==> config.mk <==
export PLATFORM = sky130hd
export DESIGN_NAME = rr_packet_arbiter
export DESIGN_NICKNAME = d
export VERILOG_FILES = /design/src/rtl/noc_arb_pkg.sv /design/src/rtl/rr_pick.sv /design/src/rtl/rr_packet_arbiter.sv
export SDC_FILE = /design/constraint.sdc
export NUM_CORES = 1
export LEC_CHECK = 0
export BUFFER_PORTS_ARGS = -buffer_cell sky130_fd_sc_hd__buf_2
export CORE_ASPECT_RATIO = 0.9
export CORE_MARGIN = 2
export CORE_UTILIZATION = 49
export CTS_BUF_LIST = sky130_fd_sc_hd__clkbuf_2 sky130_fd_sc_hd__clkbuf_4 sky130_fd_sc_hd__clkbuf_8
export DETAILED_ROUTE_END_ITERATION = 10
export PLACE_DENSITY = 0.8
export SLEW_MARGIN = 25
export SYNTH_ARGS = -nofsm -noshare
export SYNTH_HDL_FRONTEND = slang
export SYNTH_SLANG_ARGS = --single-unit
==> constraint.sdc <==
create_clock -name clk -period 4.95 [get_ports clk]
set_input_delay 0.99 -clock clk [delete_from_list [all_inputs] [get_ports clk]]
set_output_delay 0.99 -clock clk [all_outputs]
set_load 0.05 [all_outputs]
==> src/rtl/noc_arb_pkg.sv <==
// Shared NoC arbitration types: flit type codes and arbiter state encodings.
package noc_arb_pkg;

  localparam logic [2:0] FLIT_HEADER = 3'b001;
  localparam logic [2:0] FLIT_BODY   = 3'b010;
  localparam logic [2:0] FLIT_TAIL   = 3'b100;
  localparam logic [2:0] FLIT_HT     = 3'b101;

  typedef enum logic {
    ARB_IDLE   = 1'b0,
    ARB_LOCKED = 1'b1
  } arb_state_e;

endpackage

==> src/rtl/rr_pick.sv <==
// Combinational rotating-priority picker: first requester at or after ptr wins.
module rr_pick #(
  parameter int  NUM_PORTS = 5,
  localparam int PTR_W     = (NUM_PORTS > 1) ? $clog2(NUM_PORTS) : 1
) (
  input  logic [NUM_PORTS-1:0] req,
  input  logic [PTR_W-1:0]     ptr,
  output logic [NUM_PORTS-1:0] win,
  output logic                 any
);

  int j;

  // Walk from the farthest offset down so the closest requester to ptr wins.
  always_comb begin
    win = '0;
    j   = 0;
    for (int k = NUM_PORTS - 1; k >= 0; k--) begin
      j = (int'(ptr) + k) % NUM_PORTS;
      if (req[j]) begin
        win    = '0;
        win[j] = 1'b1;
      end
    end
  end

  assign any = |req;

endmodule

==> src/rtl/rr_packet_arbiter.sv <==
// Round-robin output-port arbiter with wormhole lock and zero-bubble re-arbitration.
// Optional: define ARB_LEN_COUNT_EN to also release on the packet's flit count.
module rr_packet_arbiter
  import noc_arb_pkg::*;
#(
  parameter int  NUM_PORTS = 5,
  parameter int  LEN_W     = 12,
  parameter int  FLIT_ID_W = 3,
  localparam int IDX_W     = (NUM_PORTS > 1) ? $clog2(NUM_PORTS) : 1
) (
  input  logic                           clk,
  input  logic                           rst,
  input  logic [NUM_PORTS-1:0]           req,
  input  logic [NUM_PORTS*FLIT_ID_W-1:0] flit_id,
  input  logic [NUM_PORTS*LEN_W-1:0]     length,
  input  logic                           out_ready,
  output logic [NUM_PORTS-1:0]           grant,
  output logic                           grant_valid,
  output logic [IDX_W-1:0]               grant_idx,
  output logic                           fire
);

  arb_state_e           state;
  logic [IDX_W-1:0]     ptr, win_idx, nxt_ptr;
  logic [NUM_PORTS-1:0] win;
  logic                 any_req, is_tail, len_done, rel;
  logic [FLIT_ID_W-1:0] cur_id;

  rr_pick #(.NUM_PORTS(NUM_PORTS)) u_pick (
    .req (req),
    .ptr (ptr),
    .win (win),
    .any (any_req)
  );

  always_comb begin
    win_idx = '0;
    for (int i = 0; i < NUM_PORTS; i++)
      if (win[i]) win_idx = IDX_W'(i);
  end

  assign nxt_ptr     = (win_idx == IDX_W'(NUM_PORTS - 1)) ? '0 : win_idx + IDX_W'(1);
  assign grant_valid = |grant;
  assign fire        = grant_valid & req[grant_idx] & out_ready;
  assign cur_id      = flit_id[int'(grant_idx)*FLIT_ID_W +: FLIT_ID_W];
  assign is_tail     = (cur_id == FLIT_ID_W'(FLIT_TAIL)) || (cur_id == FLIT_ID_W'(FLIT_HT));
  assign rel         = fire & (is_tail | len_done);

`ifdef ARB_LEN_COUNT_EN
  logic [LEN_W-1:0] cnt, cur_len, eff_len;
  logic             is_hdr;

  assign cur_len  = length[int'(grant_idx)*LEN_W +: LEN_W];
  assign eff_len  = (cur_len == '0) ? LEN_W'(1) : cur_len;
  assign is_hdr   = (cur_id == FLIT_ID_W'(FLIT_HEADER));
  // The header fire counts as the first flit, so compare its length directly.
  assign len_done = is_hdr ? (eff_len == LEN_W'(1)) : (cnt == LEN_W'(1));

  always_ff @(posedge clk) begin
    if (rst || rel)        cnt <= '0;
    else if (fire) begin
      if (is_hdr)          cnt <= eff_len - LEN_W'(1);
      else if (cnt != '0)  cnt <= cnt - LEN_W'(1);
    end
  end
`else
  logic unused_len;
  assign unused_len = ^length;
  assign len_done   = 1'b0;
`endif

  always_ff @(posedge clk) begin
    if (rst) begin
      state     <= ARB_IDLE;
      grant     <= '0;
      grant_idx <= '0;
      ptr       <= '0;
    end else begin
      case (state)
        ARB_IDLE:
          if (any_req) begin
            state     <= ARB_LOCKED;
            grant     <= win;
            grant_idx <= win_idx;
            ptr       <= nxt_ptr;
          end
        ARB_LOCKED:
          // ptr already points past the holder, so the released port ranks last.
          if (rel) begin
            if (any_req) begin
              grant     <= win;
              grant_idx <= win_idx;
              ptr       <= nxt_ptr;
            end else begin
              state     <= ARB_IDLE;
              grant     <= '0;
              grant_idx <= '0;
            end
          end
        default: state <= ARB_IDLE;
      endcase
    end
  end

  a_grant_onehot: assert property (@(posedge clk) disable iff (rst) $onehot0(grant));

endmodule

==> impl_metrics.ini <==
[grt]
grt_pass1_vias = 3059
grt_max_degree = 52
grt_pass1_wl_um = 13900
grt_util_all_layers_pct = 25.0
antenna_found_initial = 0
grt_overflow = 0

[clock_tree]
cts_root_buffer = clkbuf_8
clk_pin_slew_ns = 0.05
hold_buffers = 0
cts_tree = built
numCtsBuffers = 3
clock_latency_ns = 0.24
post_cts_resized = 0
h-tree-depth = 1
cts_setup_buffers = 0
clock_sinks = 11
clock_path_buffers = 2

[routing]
wl_per_cell_um = 16.4
ant_nets = 0
firstDrtPassIters = 5
drc = 0
vias = 3260
wl_um = 8180
drtIter0Drc = 251
via_per_inst = 6.53

[timing]
period_share_pct = 92.5
maxSlewHeadroom_pct = 43.2
max_freq_mhz = 218
fin_hold_ws_ns = 0.489
worst_pin_slew_ns = 0.850
hold_viol_final = 0
setup_viol = 0
finalCriticalPeriod_ns = 4.58
rsz0062_at_grt = false
slew_violations = 0
setup_tns_ns = 0
fin_skew_ns = 0.000504

[job]
max_cap_violations = 0

[worst_hold_path]
min_path_cells = 2
hold_path.class = flop to flop
worstHoldStart = grant[3]
min_to = grant[3]

[pwr]
swShare_pct = 57.5
p_comb_share_pct = 90.2
clock_power_share_pct = 3.8
power.density_nw_per_um2 = 775
p_int_uw = 1050
power.switching_uw = 1420
p_seq_share_pct = 6.0
power.leakage_uw = 0.00140
peakVddDrop_uv = 503

[yosys]
synth_seq_area_share_pct = 7.44
yosys_warnings = 0
syn_avg_cell_area_um2 = 7.22
synth.net_count = 521
synth_ff_type = dfxtp_1
synth_edf_count = 0
synth_area_um2 = 2960
yosysUniqueCellTypes = 86
ys_seq_elements = 11
synthArstFlopShare_pct = 0
syn_inst = 410

[floorplan]
die_x_um = 86.0
rows = 26
num_io_pins = 93
die-area_um2 = 6680
die_y_um = 77.8
initial_core_util_pct = 51.4
coreArea_um2 = 5760

[placed_design]
dp.final_hpwl_um = 6230
place_inst = 495
gp_congestion = 0.985
io_buffers = 27

[worst_setup_path]
r2r-end = grant_idx[0]
crit_required_ns = 5.12
regToRegSetupSlack_ns = 0.37
startpoint = ptr[0]
cp-end-kind = flop
worst-setup-path-type = flop to flop
r2r_cells = 18
cp-start-kind = flop
path_max_fanout = 9
timing.rr.start = ptr[0]
cp.arrival_ns = 4.75

[layout]
syn2layout_area_growth_pct = 7.69
diodes = 0
utilization_pct = 55.4
nNetsFinal = 541
layout-drive-gt1-share_pct = 17.7
fill_cells = 534
fin_cells = 499

[outcome]
status = finished clean
-- routing by layer --
metal / GRT usage [%] / wire length [um] / share of wire [%]
met5: 0 / 0 / 0
met3: 4.57 / 738 / 9.0
met2: 40.8 / 3750 / 46
met4: 6.51 / 123 / 1.5
met1: 33.7 / 3570 / 44
-- area by class of cell --
| type | count | area, um^2 | area share (%) |
|---|---|---|---|
| multi-input combinational | 347 | 2500 | 78.5 |
| timing repair buffer | 39 | 225 | 7.06 |
| sequential | 11 | 220 | 6.90 |
| inverter | 28 | 105 | 3.30 |
| tap | 70 | 87.6 | 2.75 |
| clock buffer | 4 | 48.8 | 1.53 |
-- worst max path at each step --
stage	slack, ns	to	cells after the start
floorplan	0.07	grant_idx[0]	21
finish	0.37	grant_idx[0]	18
detailed placement	0.41	grant_idx[0]	18
global route	0.05	grant_idx[0]	18
CTS	0.39	grant_idx[0]	18
global placement	0.45	grant_idx[0]	18
-- flip-flops by register name (all words and copies together), names as in the netlist --
name / flops
grant: 5
grant_idx: 2
ptr: 3
state: 1
-- worst max-delay path: stages (launching register included) --
cell       delay (ns)
dfxtp_1          0.31
inv_1            0.10
ha_1             0.19
inv_1            0.09
ha_1             0.30
inv_1            0.07
ha_1             0.24
nor3_2           0.30
nor3_1           0.09
or2_1            0.28
ha_1             0.31
nor2b_1          0.18
o22ai_1          0.30
mux2_2           0.40
or4b_1           0.57
o211a_1          0.17
o2bb2ai_2        0.27
a2bb2o_4         0.24
a21oi_2          0.12
-- cell usage after synthesis, types with 6 or more instances --
cell / n / share of area, %
a211oi_1: 6 / 1.5
a21o_1: 6 / 1.5
a21oi_1: 29 / 4.9
a31oi_1: 8 / 1.7
buf_2: 11 / 1.9
dfxtp_1: 11 / 7.4
ha_1: 28 / 12
inv_1: 24 / 3.0
mux2i_1: 9 / 3.0
nand2_1: 31 / 3.9
nand2b_1: 11 / 2.3
nand3_1: 10 / 1.7
nor2_1: 31 / 3.9
nor3_1: 17 / 2.9
nor4_1: 7 / 1.5
o21ai_0: 19 / 3.2
xnor2_1: 6 / 1.8
-- power by group through the flow --
stage          combinational (uW)  clock, uW  sequential (uW)
4_1_cts                      2200       97.7              147
2_1_floorplan                1730          0              202
6_report                     2230       95.0              147
3_5_place_dp                 2190          0              148
3_3_place_gp                 2140          0              147
5_1_grt                      2450        101              152
-- per-stage QoR --
stage          setup WS (ns)  power [uW]  cell area, um^2
2_1_floorplan         0.0732        1930             2960
3_3_place_gp           0.455        2290             3140
3_5_place_dp           0.411        2330             3140
4_1_cts                0.390        2440             3190
5_1_grt               0.0522        2710             3190
6_report               0.370        2470             3190
-- cells in the final DEF (no fill, tap or decap), drive strengths merged, types with 11 or more instances in the layout --
| cell type | netlist | layout |
|---|---|---|
| buf | 20 | 39 |
| nor2 | 32 | 32 |
| nand2 | 32 | 32 |
| a21oi | 31 | 31 |
| ha | 28 | 28 |
| inv | 28 | 28 |
| o21ai | 24 | 24 |
| nor3 | 18 | 18 |
| nand2b | 11 | 11 |
| dfxtp | 11 | 11 |
-- kinds of logic after synthesis --
logic type	after synthesis	share of synthesized area [%]
AND/OR/NAND/NOR	155	27.9
multiplexers	15	5.79
buffers and inverters	52	8.07
AO/OA/AOI/OAI	142	36.6
flip-flops	11	7.44
adder cells (fa/ha/maj)	28	11.8
XOR/XNOR	7	2.32
(Power assumes the default switching activity.)
